==> src/rtl/ram_test_pkg.sv <==
// Shared definitions for the RAM test blocks: the FSM state encoding and the
// supported port-B read-latency range.
package ram_test_pkg;

    typedef enum logic [1:0] {
        ST_IDLE  = 2'd0,
        ST_READ  = 2'd1,
        ST_DRAIN = 2'd2,
        ST_DONE  = 2'd3
    } state_t;

    localparam int RD_LAT_MIN = 1;
    localparam int RD_LAT_MAX = 2;

    // Out-of-range latencies are pulled into the supported range.
    function automatic int clamp_rd_lat(input int lat);
        if (lat < RD_LAT_MIN) return RD_LAT_MIN;
        if (lat > RD_LAT_MAX) return RD_LAT_MAX;
        return lat;
    endfunction

endpackage

==> src/rtl/ram_rd_check_if.sv <==
// RAM port-B read bus: the checker is the master that issues reads, and the
// RAM is the slave that returns the data.
interface ram_rd_check_if #(
    parameter int ADDR_W = 6,
    parameter int DATA_W = 8
);
    logic              ram_rd_en;
    logic [ADDR_W-1:0] ram_rd_addr;
    logic [DATA_W-1:0] ram_rd_data;

    modport master (output ram_rd_en, output ram_rd_addr, input ram_rd_data);
    modport slave  (input ram_rd_en, input ram_rd_addr, output ram_rd_data);
endinterface

==> src/rtl/ram_rd_pipe.sv <==
// Valid/address delay line. It matches the RAM read latency so that each
// issued address lines up with the read data that comes back for it.
module ram_rd_pipe #(
    parameter int ADDR_W = 6,
    parameter int RD_LAT = 1
) (
    input  logic              clk,
    input  logic              rst,
    input  logic              i_valid,
    input  logic [ADDR_W-1:0] i_addr,
    output logic              o_valid,
    output logic [ADDR_W-1:0] o_addr
);
    logic [RD_LAT-1:0] r_valid;
    logic [ADDR_W-1:0] r_addr [RD_LAT];

    always_ff @(posedge clk or posedge rst) begin
        if (rst) begin
            r_valid <= '0;
            for (int i = 0; i < RD_LAT; i++) begin
                r_addr[i] <= '0;
            end
        end else begin
            r_valid[0] <= i_valid;
            r_addr[0]  <= i_addr;
            for (int i = 1; i < RD_LAT; i++) begin
                r_valid[i] <= r_valid[i-1];
                r_addr[i]  <= r_addr[i-1];
            end
        end
    end

    assign o_valid = r_valid[RD_LAT-1];
    assign o_addr  = r_addr[RD_LAT-1];
endmodule

==> src/rtl/ram_rd_check.sv <==
// RAM read-back checker. On each rising edge of rd_flag it sweeps addresses
// 0..DEPTH-1 and compares each word against (addr + EXP_OFFSET).
module ram_rd_check
    import ram_test_pkg::*;
#(
    parameter int ADDR_W     = 6,
    parameter int DATA_W     = 8,
    parameter int DEPTH      = 64,
    parameter int RD_LAT     = 1,
    parameter int EXP_OFFSET = 0
) (
    input  logic              sys_clk,
    input  logic              sys_rst,
    input  logic              rd_flag,
    ram_rd_check_if.master    ram_bus,
    output logic              busy,
    output logic              pass_done,
    output logic [ADDR_W:0]   err_cnt,
    output logic              err_flag,
    output logic [ADDR_W-1:0] first_err_addr
);
    localparam int                LAT        = clamp_rd_lat(RD_LAT);
    localparam int                CNT_W      = ADDR_W + 1;
    localparam logic [ADDR_W-1:0] LAST_ADDR  = ADDR_W'(DEPTH - 1);
    localparam logic [1:0]        LAST_DRAIN = 2'(LAT - 1);
    localparam logic [CNT_W-1:0]  ERR_MAX    = CNT_W'(DEPTH);
    localparam logic [DATA_W-1:0] OFFSET     = DATA_W'(EXP_OFFSET);

    state_t            r_state;
    state_t            w_state_next;
    logic              r_rd_flag;
    logic [ADDR_W-1:0] r_addr;
    logic [1:0]        r_drain_cnt;
    logic [CNT_W-1:0]  r_err_cnt;
    logic              r_err_flag;
    logic [ADDR_W-1:0] r_first_err_addr;

    logic              w_rise;
    logic              w_start;
    logic              w_rd_en;
    logic              w_busy;
    logic              w_pass_done;
    logic              w_cmp_valid;
    logic [ADDR_W-1:0] w_cmp_addr;
    logic [DATA_W-1:0] w_exp_data;
    logic              w_mismatch;

    assign w_rise  = rd_flag & ~r_rd_flag;
    assign w_start = (r_state == ST_IDLE) && w_rise;

    always_ff @(posedge sys_clk or posedge sys_rst) begin
        if (sys_rst) r_state <= ST_IDLE;
        else         r_state <= w_state_next;
    end

    always_comb begin
        w_state_next = r_state;
        case (r_state)
            ST_IDLE:  if (w_rise) w_state_next = ST_READ;
            ST_READ:  if (r_addr == LAST_ADDR) w_state_next = ST_DRAIN;
            ST_DRAIN: if (r_drain_cnt == LAST_DRAIN) w_state_next = ST_DONE;
            ST_DONE:  w_state_next = ST_IDLE;
            default:  w_state_next = ST_IDLE;
        endcase
    end

    always_comb begin
        w_rd_en     = 1'b0;
        w_busy      = 1'b1;
        w_pass_done = 1'b0;
        case (r_state)
            ST_IDLE:  w_busy      = 1'b0;
            ST_READ:  w_rd_en     = 1'b1;
            ST_DONE:  w_pass_done = 1'b1;
            default:  ;
        endcase
    end

    // Reset clears r_rd_flag to 0, so a flag already high at release counts as a rising edge.
    always_ff @(posedge sys_clk or posedge sys_rst) begin
        if (sys_rst) begin
            r_rd_flag   <= 1'b0;
            r_addr      <= '0;
            r_drain_cnt <= 2'd0;
        end else begin
            r_rd_flag <= rd_flag;
            if (w_start) begin
                r_addr <= '0;
            end else if (r_state == ST_READ && r_addr != LAST_ADDR) begin
                r_addr <= r_addr + ADDR_W'(1);
            end
            if (r_state == ST_DRAIN) r_drain_cnt <= r_drain_cnt + 2'd1;
            else                     r_drain_cnt <= 2'd0;
        end
    end

    ram_rd_pipe #(
        .ADDR_W (ADDR_W),
        .RD_LAT (LAT)
    ) u_pipe (
        .clk     (sys_clk),
        .rst     (sys_rst),
        .i_valid (w_rd_en),
        .i_addr  (r_addr),
        .o_valid (w_cmp_valid),
        .o_addr  (w_cmp_addr)
    );

    assign w_exp_data = DATA_W'(w_cmp_addr) + OFFSET;
    assign w_mismatch = w_cmp_valid && (ram_bus.ram_rd_data != w_exp_data);

    always_ff @(posedge sys_clk or posedge sys_rst) begin
        if (sys_rst) begin
            r_err_cnt        <= '0;
            r_err_flag       <= 1'b0;
            r_first_err_addr <= '0;
        end else begin
            if (w_start) begin
                r_err_cnt <= '0;
            end else if (w_mismatch && r_err_cnt != ERR_MAX) begin
                r_err_cnt <= r_err_cnt + CNT_W'(1);
            end
            if (w_mismatch && !r_err_flag) begin
                r_err_flag       <= 1'b1;
                r_first_err_addr <= w_cmp_addr;
            end
        end
    end

    assign ram_bus.ram_rd_en   = w_rd_en;
    assign ram_bus.ram_rd_addr = r_addr;
    assign busy                = w_busy;
    assign pass_done           = w_pass_done;
    assign err_cnt             = r_err_cnt;
    assign err_flag            = r_err_flag;
    assign first_err_addr      = r_first_err_addr;
endmodule

==> src/flat_wrapper.sv <==
// flat-port wrapper written by rule: the top's interface ports become plain ports
module ram_rd_check_flat import ram_test_pkg::*;
#(
    parameter int ADDR_W     = 6,
    parameter int DATA_W     = 8,
    parameter int DEPTH      = 64,
    parameter int RD_LAT     = 1,
    parameter int EXP_OFFSET = 0
)
  (sys_clk, sys_rst, rd_flag, busy, pass_done, err_cnt, err_flag, first_err_addr, ram_bus_ram_rd_en, ram_bus_ram_rd_addr, ram_bus_ram_rd_data);
  ram_rd_check_if #(.ADDR_W(ADDR_W), .DATA_W(DATA_W)) ram_bus_i ();
  input  logic sys_clk;
  input  logic sys_rst;
  input  logic rd_flag;
  output logic busy;
  output logic pass_done;
  output logic [ADDR_W:0] err_cnt;
  output logic err_flag;
  output logic [ADDR_W-1:0] first_err_addr;
  output wire logic [$bits(ram_bus_i.ram_rd_en)-1:0] ram_bus_ram_rd_en;
  output wire logic [$bits(ram_bus_i.ram_rd_addr)-1:0] ram_bus_ram_rd_addr;
  input wire logic [$bits(ram_bus_i.ram_rd_data)-1:0] ram_bus_ram_rd_data;
  assign ram_bus_ram_rd_en = ram_bus_i.ram_rd_en;
  assign ram_bus_ram_rd_addr = ram_bus_i.ram_rd_addr;
  assign ram_bus_i.ram_rd_data = ram_bus_ram_rd_data;
  ram_rd_check #(.ADDR_W(ADDR_W), .DATA_W(DATA_W), .DEPTH(DEPTH), .RD_LAT(RD_LAT), .EXP_OFFSET(EXP_OFFSET)) u_core (.sys_clk(sys_clk), .sys_rst(sys_rst), .rd_flag(rd_flag), .ram_bus(ram_bus_i), .busy(busy), .pass_done(pass_done), .err_cnt(err_cnt), .err_flag(err_flag), .first_err_addr(first_err_addr));
endmodule
==> config.mk <==
export PLATFORM = sky130hd
export DESIGN_NAME = ram_rd_check_flat
export DESIGN_NICKNAME = d
export VERILOG_FILES = /design/src/rtl/ram_test_pkg.sv /design/src/rtl/ram_rd_check_if.sv /design/src/rtl/ram_rd_pipe.sv /design/src/rtl/ram_rd_check.sv /design/src/flat_wrapper.sv
export SDC_FILE = /design/constraint.sdc
export NUM_CORES = 1
export LEC_CHECK = 0
export CAP_MARGIN = 20
export CORE_UTILIZATION = 49
export DETAILED_ROUTE_END_ITERATION = 10
export PLACE_DENSITY_LB_ADDON = 0.15
export SLEW_MARGIN = 25
export SYNTH_ARGS = -nofsm -noshare
export SYNTH_HDL_FRONTEND = slang
export SYNTH_HIERARCHICAL = 1
export SYNTH_SLANG_ARGS = --single-unit
==> constraint.sdc <==
create_clock -name sys_clk -period 2 [get_ports sys_clk]
set_input_delay 0.4 -clock sys_clk [delete_from_list [all_inputs] [get_ports sys_clk]]
set_output_delay 0.4 -clock sys_clk [all_outputs]
set_load 0.005 [all_outputs]
# Word level (Yosys, flattened, before mapping)
# Index checks and enable logic that the tools add are counted.
[op_classes]
add_sub_neg = 3
mul = 0
div = 0
order_cmp = 0
n_eq_ne = 10
shifts = 0
muxes = 12
n_bitwise = 2
n_reduce_logical = 11
[ops]
columns = ["operator", "n"]
rows = [
  ["$mux W7", 2],
  ["$mux W6", 2],
  ["$mux W2", 4],
  ["$ne A8 B6 Y1", 1],
  ["$pmux W2 S4", 1],
  ["$add A7 B1 Y7 const B", 1],
  ["$ne A7 B7 Y1 const B", 1],
  ["$add A6 B1 Y6 const B", 1],
  ["$eq A6 B6 Y1 const B", 1],
  ["$ne A2 B1 Y1 const B", 3],
  ["$ne A6 B6 Y1 const B", 1],
  ["$logic_and A1 B1 Y1", 5],
  ["$eq A2 B2 Y1 const B", 2],
  ["$logic_not A2 Y1", 2],
  ["$reduce_bool A2 Y1", 2],
  ["$mux W1", 3],
  ["$reduce_and A3 Y1", 1],
  ["$add A2 B1 Y2 const B", 1],
  ["$eq A2 B1 Y1 const B", 1],
  ["$and A1 B1 Y1", 1],
  ["$logic_not A1 Y1", 1],
  ["$not A1 Y1", 1],
]
[totals]
reg_bits = 32
latchBits = 0
ramBits = 0
rom_bits = 0
out_inout_bits = 23
elab_cells = 47
mem_count = 0

# Logic depth before layout (Yosys ltp)
# Gate-level depths: netlist of the first run.
[logic_depth]
ltp_word = 5
mapped_depth = 7

# Hierarchy
# Netlist of the first run, hierarchy kept.
[by_module_without_submodules]
columns = ["mod", "instances", "cells_per_inst", "area_per_inst_um2", "seq_area_each_um2"]
rows = [
  ["ram_rd_check", 1, 119, 1322.5, 625.6],
  ["ram_rd_pipe", 1, 8, 178.9, 175.2],
]

# Worst setup path before layout of the first run
# Ideal clock, no wire load.
[synth_timing]
path_type = "reg-to-reg"
start = "reg u_core.r_addr[0] (netlist: u_core/ram_bus.ram_rd_addr[0])"
end = "reg u_core.r_addr[5] (netlist: u_core/ram_bus.ram_rd_addr[5])"
setup_ns = 0.132
t_arrival_ns = 1.521
path_slack_ns = 0.348
stages_incl_launch_ff = 7
path_buffers = 0
period_less_slack_ns = 1.652
path_cell_list = "dfrtp_1 -> ha_1 -> and3_1 -> a31oi_2 -> nand4_1 -> xor2_1 -> nor2_1"
[synth_via]
elab_chain_len = 3
[synth_rtl]
columns = ["item", "line", "rtl"]
rows = [
  ["from (decl)", "ram_rd_check.sv:32", "logic [ADDR_W-1:0] r_addr;"],
  ["from (signal assigned)", "ram_rd_check.sv:90", "r_addr <= r_addr + ADDR_W'(1);"],
  ["$add A6 B1 Y6 or $ne A6 B6 Y1 (tied branches)", "ram_rd_check.sv:90, ram_rd_check.sv:89", ""],
  ["$mux W6 or $logic_and A1 B1 Y1 (tied branches)", "ram_rd_check.sv:89", "end else if (r_state == ST_READ && r_addr != LAST_ADDR) begin"],
  ["$mux W6 or $reduce_bool A2 Y1 (tied branches)", "--", ""],
]
# Several ways; a longest one is shown, not always the timed one. The select of a mux whose other input is x is not followed.
# A chain may end at the register's enable or synchronous reset.

# Worst setup path in the final report of the first run
[layout_timing]
start = "reg u_core.r_state[1]"
end = "out ram_bus_ram_rd_en"
[layout_via]
elab_chain_len = 2
[layout_rtl]
columns = ["item", "line", "rtl"]
rows = [
  ["from (decl)", "ram_rd_check.sv:29", "state_t r_state;"],
  ["from (signal assigned)", "ram_rd_check.sv:53", "else r_state <= w_state_next;"],
  ["$eq A2 B1 Y1", "ram_rd_check.sv:71", "case (r_state)"],
  ["$mux W1", "ram_rd_check.sv:71", ""],
  ["to (decl)", "flat_wrapper.sv:20", "output wire logic [$bits(ram_bus_i.ram_rd_en)-1:0] ram_bus_ram_rd_en;"],
]
# Every way passes these cells.

==> results of run 1 <==
==> final cells by class <==
cell class / count / area, um2 / share of cell area, %
clock buffer: 6 / 41.3 / 2.07
clock inverter: 1 / 5.00 / 0.251
inverter: 11 / 41.3 / 2.07
multi-input combinational: 82 / 647 / 32.5
sequential: 32 / 801 / 40.2
tap: 31 / 38.8 / 1.95
timing repair buffer: 43 / 417 / 20.9
==> power by group through the flow <==
stage	Sequential [uW]	Clock, uW	Combinational, uW
final	1090	330	1130
after global placement	1100	0	1060
after floorplan	1090	0	551
after detailed placement	1110	0	1100
after global routing	1120	365	1270
after CTS	1090	344	1140
==> kinds of logic (layout without fill, tap and decap cells) <==
family          count (synthesis)  count (layout)
fa+ha+maj                       8               8
mux                             7               7
xor+xnor                       13              13
compound gates                 15              15
simple gates                   39              39
flops                          32              32
buf+inv                        13              61
==> synth_stat cells, drive strengths merged <==
cell     n
a221oi   1
a31oi    1
or4      2
or2      2
a21oi    1
inv     11
and3     3
nor2b    1
nor4     2
nand3    1
or3      1
o21ai    4
a31o     1
or2b     1
xor2     6
mux2     6
mux2i    1
o21bai   1
o211ai   4
ha       8
buf      1
o32a     1
nand4    5
nor2    11
clkbuf   1
nand2    8
dfrtp   32
o31ai    1
xnor2    7
and2     1
nand2b   1
==> cells in the final DEF (no fill, tap or decap), drive strengths merged <==
cell type | Yosys | routed
o211ai | 4 | 4
nand4 | 5 | 5
o21bai | 1 | 1
a31oi | 1 | 1
mux2 | 6 | 6
o32a | 1 | 1
ha | 8 | 8
clkbuf | 1 | 6
nand2 | 8 | 8
mux2i | 1 | 1
nor2 | 11 | 11
nand3 | 1 | 1
xor2 | 6 | 6
dlygate4sd2 | 0 | 1
and3 | 3 | 3
or2 | 2 | 2
clkinv | 0 | 1
nand2b | 1 | 1
a31o | 1 | 1
nor4 | 2 | 2
or4 | 2 | 2
or2b | 1 | 1
dfrtp | 32 | 32
buf | 1 | 10
o31ai | 1 | 1
a21oi | 1 | 1
inv | 11 | 11
a221oi | 1 | 1
clkdlybuf4s50 | 0 | 32
o21ai | 4 | 4
and2 | 1 | 1
nor2b | 1 | 1
or3 | 1 | 1
xnor2 | 7 | 7
==> critical path: stages, from the launching register on <==
cell             delay [ns]
dfrtp_1                0.39
inv_1                  0.10
ha_2                   0.20
clkdlybuf4s50_1        0.50
==> per-layer routing <==
layer | vias to the layer above | global-route usage (%)
met5 | - | 0
met3 | 5 | 7.03
li1 | 527 | -
met2 | 23 | 33.7
met1 | 520 | 24.7
met4 | 0 | 6.62
==> per-stage QoR <==
stage	setup slack [ns]	utilization [%]	instance area, um2	cells
floorplan	0.348	-	1500	127
detailed placement	-0.0530	68.2	1930	197
finish	0.0697	70.4	1990	206
CTS	0.0370	70.3	1990	206
global placement	0.00716	68.2	1930	197
global route	0.00315	70.4	1990	206
==> repair_timing <==
item | in CTS | in global routing
resized for setup | 1 | 1
setup buffers | 2 | 0
endpoints found under the setup margin | 1 | 1
==> flip-flops by register name, summed over array words and instances, names as in the netlist <==
name                        cells
u_core/ram_bus.ram_rd_addr      6
u_core/r_rd_flag                1
u_core/r_state                  2
u_core/err_flag                 1
u_core/u_pipe/o_valid           1
u_core/first_err_addr           6
u_core/u_pipe/o_addr            6
u_core/r_drain_cnt              2
u_core/err_cnt                  7
==> how the worst min path moves through the flow <==
stage                         endpoint  slack [ns]  cells past startpoint
6_report         u_core/u_pipe/o_valid        0.34                      2
3_5_place_dp     u_core/r_drain_cnt[0]        0.44                      1
4_1_cts          u_core/u_pipe/o_valid        0.32                      2
5_1_grt          u_core/u_pipe/o_valid        0.37                      2
2_1_floorplan  u_core/u_pipe/o_addr[0]        0.20                      1
3_3_place_gp     u_core/r_drain_cnt[0]        0.41                      1
==> summary.txt, run 1 <==
Status: finished, violations left
Failing checks: design-rule violations
R2R depth: 6
CTS tree: done
Endpoints failing hold: 0
Worst Setup End Kind: output pin
Area contributors post-synth: dfrtp_1 (53%), ha_1 (6.7%), mux2_4 (6.0%)
Least-Margin Pin Slew: 0.479 ns
Clock power frac: 12.9%
Via density: 5.22
# DRC: 1
Area grow syn2layout: 32.6%
Worst skew pair latency: 0.33 ns
Initial Util: 53.1%
Routability cong.: 0.801
Yosys reg bits: 32
Initial DRC Count: 38
Sequential cell fraction of total power: 42.7%
DR pass1 iterations: 7
R2R Setup Slk: 0.26 ns
Clock Sinks: 32
Static Leakage: 0.000941 uW
Vias in the first global route: 1143
WL met3: 121 um
Internal Power: 1690 uW
Leading area contributor after synthesis: dfrtp_1
Antenna Cells: 0
Psw: 862 uW
Critical path required time: 1.60 ns
Avg Synthesized Cell Area: 11.8 um2
Worst Setup Start Kind: flop
DP Wirelength: 2130 um
Die area: 3290 um2
Die X: 57.4 um
Setup crit start: u_core/r_state[1]
Reg2reg end: u_core/ram_bus.ram_rd_addr[5]
Pwr per Cell Area: 1280 nW/um2
Gate power share: 44.4%
Final Critical Period: 1.93 ns
WL per Instance: 13.5 um
Global-route wire length before repair: 5020 um
Max Slew Vio Count: 0
Critical path class: flop to output pin
Synth cell types: 35
Power, Total: 2550 uW
Layout cells sized above 1: 17.7%
Max Cap Violations: 0
Sw frac: 33.8%
Post-Synth Simple-Gate Area: 14.1%
XOR/XNOR Fraction of Synth Area: 7.58%
Initial antenna violation count: 0
Crit path to: ram_bus_ram_rd_en
RR Startpoint: u_core/ram_bus.ram_rd_addr[0]
Top Ports: 34
Cts hold-fix bufs: 0
Port Buffers: 33
CTS clk-pin slew, worst paths: 0.09 ns
Bufs on Longest Clock Path: 2
CTS H-Tree Depth: 2
RSZ-0062 raised after global routing: false
Post-Syn Instances: 127
Adder-cell share of the synthesized area: 6.67%
Mapped Nets: 146
Slew headroom: 68.0%
Overall routing resource usage: 20.3%
Path type of the worst min-delay path: primary input to asynchronous set/reset pin
Total grt overflow: 0
Final Cycle Share: 96.5%
Top cell type's share of synthesized area: 53.3%
Setup TNS: 0 ns
Root Buffer Master: clkbuf_4
Post-Route WL: 2790 um
Finish-stage setup viols: 0
Core footprint: 2830 um2
Compound-Gate Fraction of Synth Area: 7.92%
Hold Slack: 0.339 ns
Routed Antenna Nets: 0
Combinational family with the most area after synthesis: simple AND/OR/NAND/NOR gates
Highest metal used: met4
Seq/Total Area, Yosys: 53.3%
Largest net degree at the start of global routing: 26
Max VDD drop: 846 uV
Met1 Routed Length: 1230 um
Filler cells: 213
Synthesized area: 1500 um2
Mux contribution to synthesized area: 6.67%
Synth warn: 6
Max Freq: 0.518 GHz
Critical path fanouts, max: 3
CTS buffer count: 5
Met2 routed WL: 1400 um
Final net count: 194
Die H: 57.4 um
FP Rows: 19
Vias: 1075
Crit path DAT: 1.53 ns
Clock skew: 0.00631 ns
Power figures use the tool's default switching activity.
==> run 2: changes to the inputs <==
GPL_ROUTABILITY_DRIVEN = 0   (was unset)
SYNTH_HIERARCHICAL = unset   (was 1)
==> run 2 against run 1 <==
Against the previous run:
- the flow still finishes with violations (design-rule violations)
- largest power group is now sequential cells
- final cell count increased by 1.9%
- synthesized cell count rose by 5.5%
- critical path depth stayed put
- critical path type unchanged
- maximum frequency shrank 0.51%
- setup slack got worse by 0.0099 ns
- global-route usage decreased by 1.3 points
- utilization about the same
- cell area decreased by 0.88%
- first-iteration DRC count grew 2.6%
==> summary.txt, run 2 <==
Total grt overflow: 0 (unchanged)
Worst Setup Start Kind: flop
Vias: 1123 (+4.5%)
Clock Sinks: 32 (unchanged)
Critical path class: flop to output pin
Pwr per Cell Area: 1320 nW/um2 (+3.3%)
Endpoints failing hold: 0 (unchanged)
Worst Setup End Kind: output pin
Antenna Cells: 0 (unchanged)
Final net count: 197 (+1.5%)
Yosys reg bits: 32 (unchanged)
Bufs on Longest Clock Path: 2 (unchanged)
Initial antenna violation count: 0 (unchanged)
Port Buffers: 33 (unchanged)
Most frequent cells in the layout: clkdlybuf4s50_1 (33), dfrtp_1 (32), nor2_1 (11)
Final Critical Period: 1.94 ns (+0.00985 ns)
Setup crit start: u_core.r_state[1]
Crit path to: ram_bus_ram_rd_en
Reg2reg end: u_core.first_err_addr[3]
Synthesized area: 1490 um2 (-1.0%)
Synth warn: 0 (-6)
Finish-stage setup viols: 0 (unchanged)
Static Leakage: 0.000884 uW (-6.1%)
WL per Instance: 13.3 um (-1.9%)
Top cell type's share of synthesized area: 53.9% (+0.54 points)
Ys async rst share: 100% (unchanged)
Area contributors post-synth: dfrtp_1 (54%), ha_1 (6.7%), xnor2_1 (4.1%)
Primary FF master, synth: dfrtp_1
Root Buffer Master: clkbuf_4
Max Slew Vio Count: 0 (unchanged)
Mapped Nets: 153 (+4.8%)
Crit path DAT: 1.54 ns (about the same)
Layout cells sized above 1: 15.1% (-2.6 points)
Least-Margin Pin Slew: 0.395 ns (-0.0837 ns)
CTS clk-pin slew, worst paths: 0.10 ns (about the same)
Area grow syn2layout: 32.7%
Final Cycle Share: 97.0% (+0.49 points)
Critical path fanouts, max: 3 (unchanged)
CTS tree: done
Filler cells: 225 (+5.6%)
Clock skew: 0.0118 ns (+0.00551 ns)
Overall routing resource usage: 19.0% (-1.3 points)
Die X: 57.1 um (-0.49%)
RSZ-0062 raised after global routing: true
DR pass1 iterations: 9 (+2)
Seq/Total Area, Yosys: 53.9% (+0.54 points)
R2R depth: 5 (-1)
Initial DRC Count: 39 (+2.6%)
EDFF count, synth: 0 (unchanged)
Path type of the worst min-delay path: flop to flop
Cts hold-fix bufs: 0 (unchanged)
Routed Antenna Nets: 0 (unchanged)
Global-route wire length before repair: 4640 um (-7.4%)
Avg Synthesized Cell Area: 11.1 um2 (-6.2%)
Top Ports: 34 (unchanged)
CTS buffer count: 5 (unchanged)
Largest net degree at the start of global routing: 33 (+27%)
R2R Setup Slk: 0.33 ns (+0.07 ns)
RR Startpoint: u_core.u_pipe.o_addr[3]
Via density: 5.35 (+2.5%)
Die H: 57.1 um (-0.49%)
Vias in the first global route: 1040 (-9.0%)
# DRC: 8 (+7)
Max Cap Violations: 0 (unchanged)
FP Rows: 19 (unchanged)
Max reg flops: 7 (unchanged)
Failing checks: design-rule violations
Critical path required time: 1.60 ns (about the same)
Commonest cells in the netlist: dfrtp_1 (32), nor2_1 (11), inv_1 (10)
Post-Route WL: 2790 um (about the same)
Count leader, synth: dfrtp_1
Power, Total: 2610 uW (+2.4%)
CTS H-Tree Depth: 2 (unchanged)
Fin worst setup slack: 0.0599 ns (-0.00985 ns)
Status: finished, violations left
Initial Util: 53.0% (-0.085 points)
Slew headroom: 73.7% (+5.7 points)
Leading cell type in the layout, fill and taps excluded: clkdlybuf4s50_1
Synth cell types: 34 (-2.9%)
DP Wirelength: 2040 um (-4.2%)
Post-Syn Instances: 134 (+5.5%)
Max VDD drop: 866 uV (+2.4%)
Max Freq: 0.515 GHz (-0.51%)
Setup Slack @ Placement: -0.122 ns (-0.0686 ns)
Leading area contributor after synthesis: dfrtp_1
Worst skew pair latency: 0.33 ns (about the same)
Die area: 3260 um2 (-0.97%)
Core footprint: 2810 um2 (-0.84%)
[run 2: cell count changes after synthesis, sizes merged, moves of 2 or more]
cell and delta:
nand3 +6, a21oi +5, o211ai -4, o21ai +3, nand2 -2, nor4 -2
o21a +2, xor2 -2
[run 2: cell families after synthesis]
family / after synthesis / synth area share, %
buf+inv: 14 / 4.12
mux: 7 / 5.22
flops: 32 / 53.9
compound gates: 19 / 8.25
xor+xnor: 11 / 6.48
simple gates: 43 / 15.3
fa+ha+maj: 8 / 6.73
[run 2: timing repair]
| item | CTS | global route |
|---|---|---|
| buffers inserted | 2 | 0 |
| resized for setup | 0 | 3 |
| endpoints found under the setup margin | 2 | 2 |
[run 2: where the power goes]
group / total, uW / internal, uW / leakage, uW / switching, uW
clock: 474 / 262 / 0.0000422 / 212
combinational: 1050 / 622 / 0.000429 / 432
sequential: 1080 / 874 / 0.000413 / 207
[run 2: area by class of cell]
cell class | count | area [um2] | share of cell area [%]
Multi-Input combinational cell | 88 | 629 | 31.9
Clock buffer | 6 | 41.3 | 2.09
Tap cell | 31 | 38.8 | 1.97
Inverter | 10 | 37.5 | 1.90
Timing Repair Buffer | 41 | 390 | 19.8
Clock inverter | 2 | 35.0 | 1.78
Sequential cell | 32 | 801 | 40.6
[run 2: how the worst min path moves through the flow]
stage / start / endpoint / cells after the start
finish: u_core.r_drain_cnt[0] / u_core.r_drain_cnt[0] / 1
detailed placement: u_core.r_drain_cnt[0] / u_core.r_drain_cnt[0] / 1
global placement: u_core.r_drain_cnt[0] / u_core.r_drain_cnt[0] / 1
CTS: u_core.r_drain_cnt[0] / u_core.r_drain_cnt[0] / 1
global route: u_core.r_drain_cnt[0] / u_core.r_drain_cnt[0] / 1
floorplan: u_core.r_drain_cnt[0] / u_core.r_drain_cnt[0] / 1
[run 2: layer usage]
metal  GRT usage (%)  vias to the layer above  share of wire (%)
met5               0                        -                  0
met1            24.1                      547                 48
met2            31.1                       22                 46
li1                -                      547                  -
met4            8.36                        0                1.9
met3            4.76                        7                3.9
[run 2: stage by stage]
step	hold slack [ns]	std cells	area (um2)	util, %	setup TNS [ns]
6_report	0.436	210	1970	70.3	0
5_1_grt	0.458	210	1970	70.3	-0.00865
4_1_cts	0.439	210	1970	70.2	0
3_5_place_dp	0.424	200	1880	66.9	-0.811
2_1_floorplan	0.402	134	1490	-	0
3_3_place_gp	0.415	200	1880	66.9	-0.383
[run 2: critical path, stage by stage, from the launching register on]
cell,delay [ns]
dfrtp_1,0.39
inv_1,0.10
ha_2,0.22
clkdlybuf4s50_1,0.51
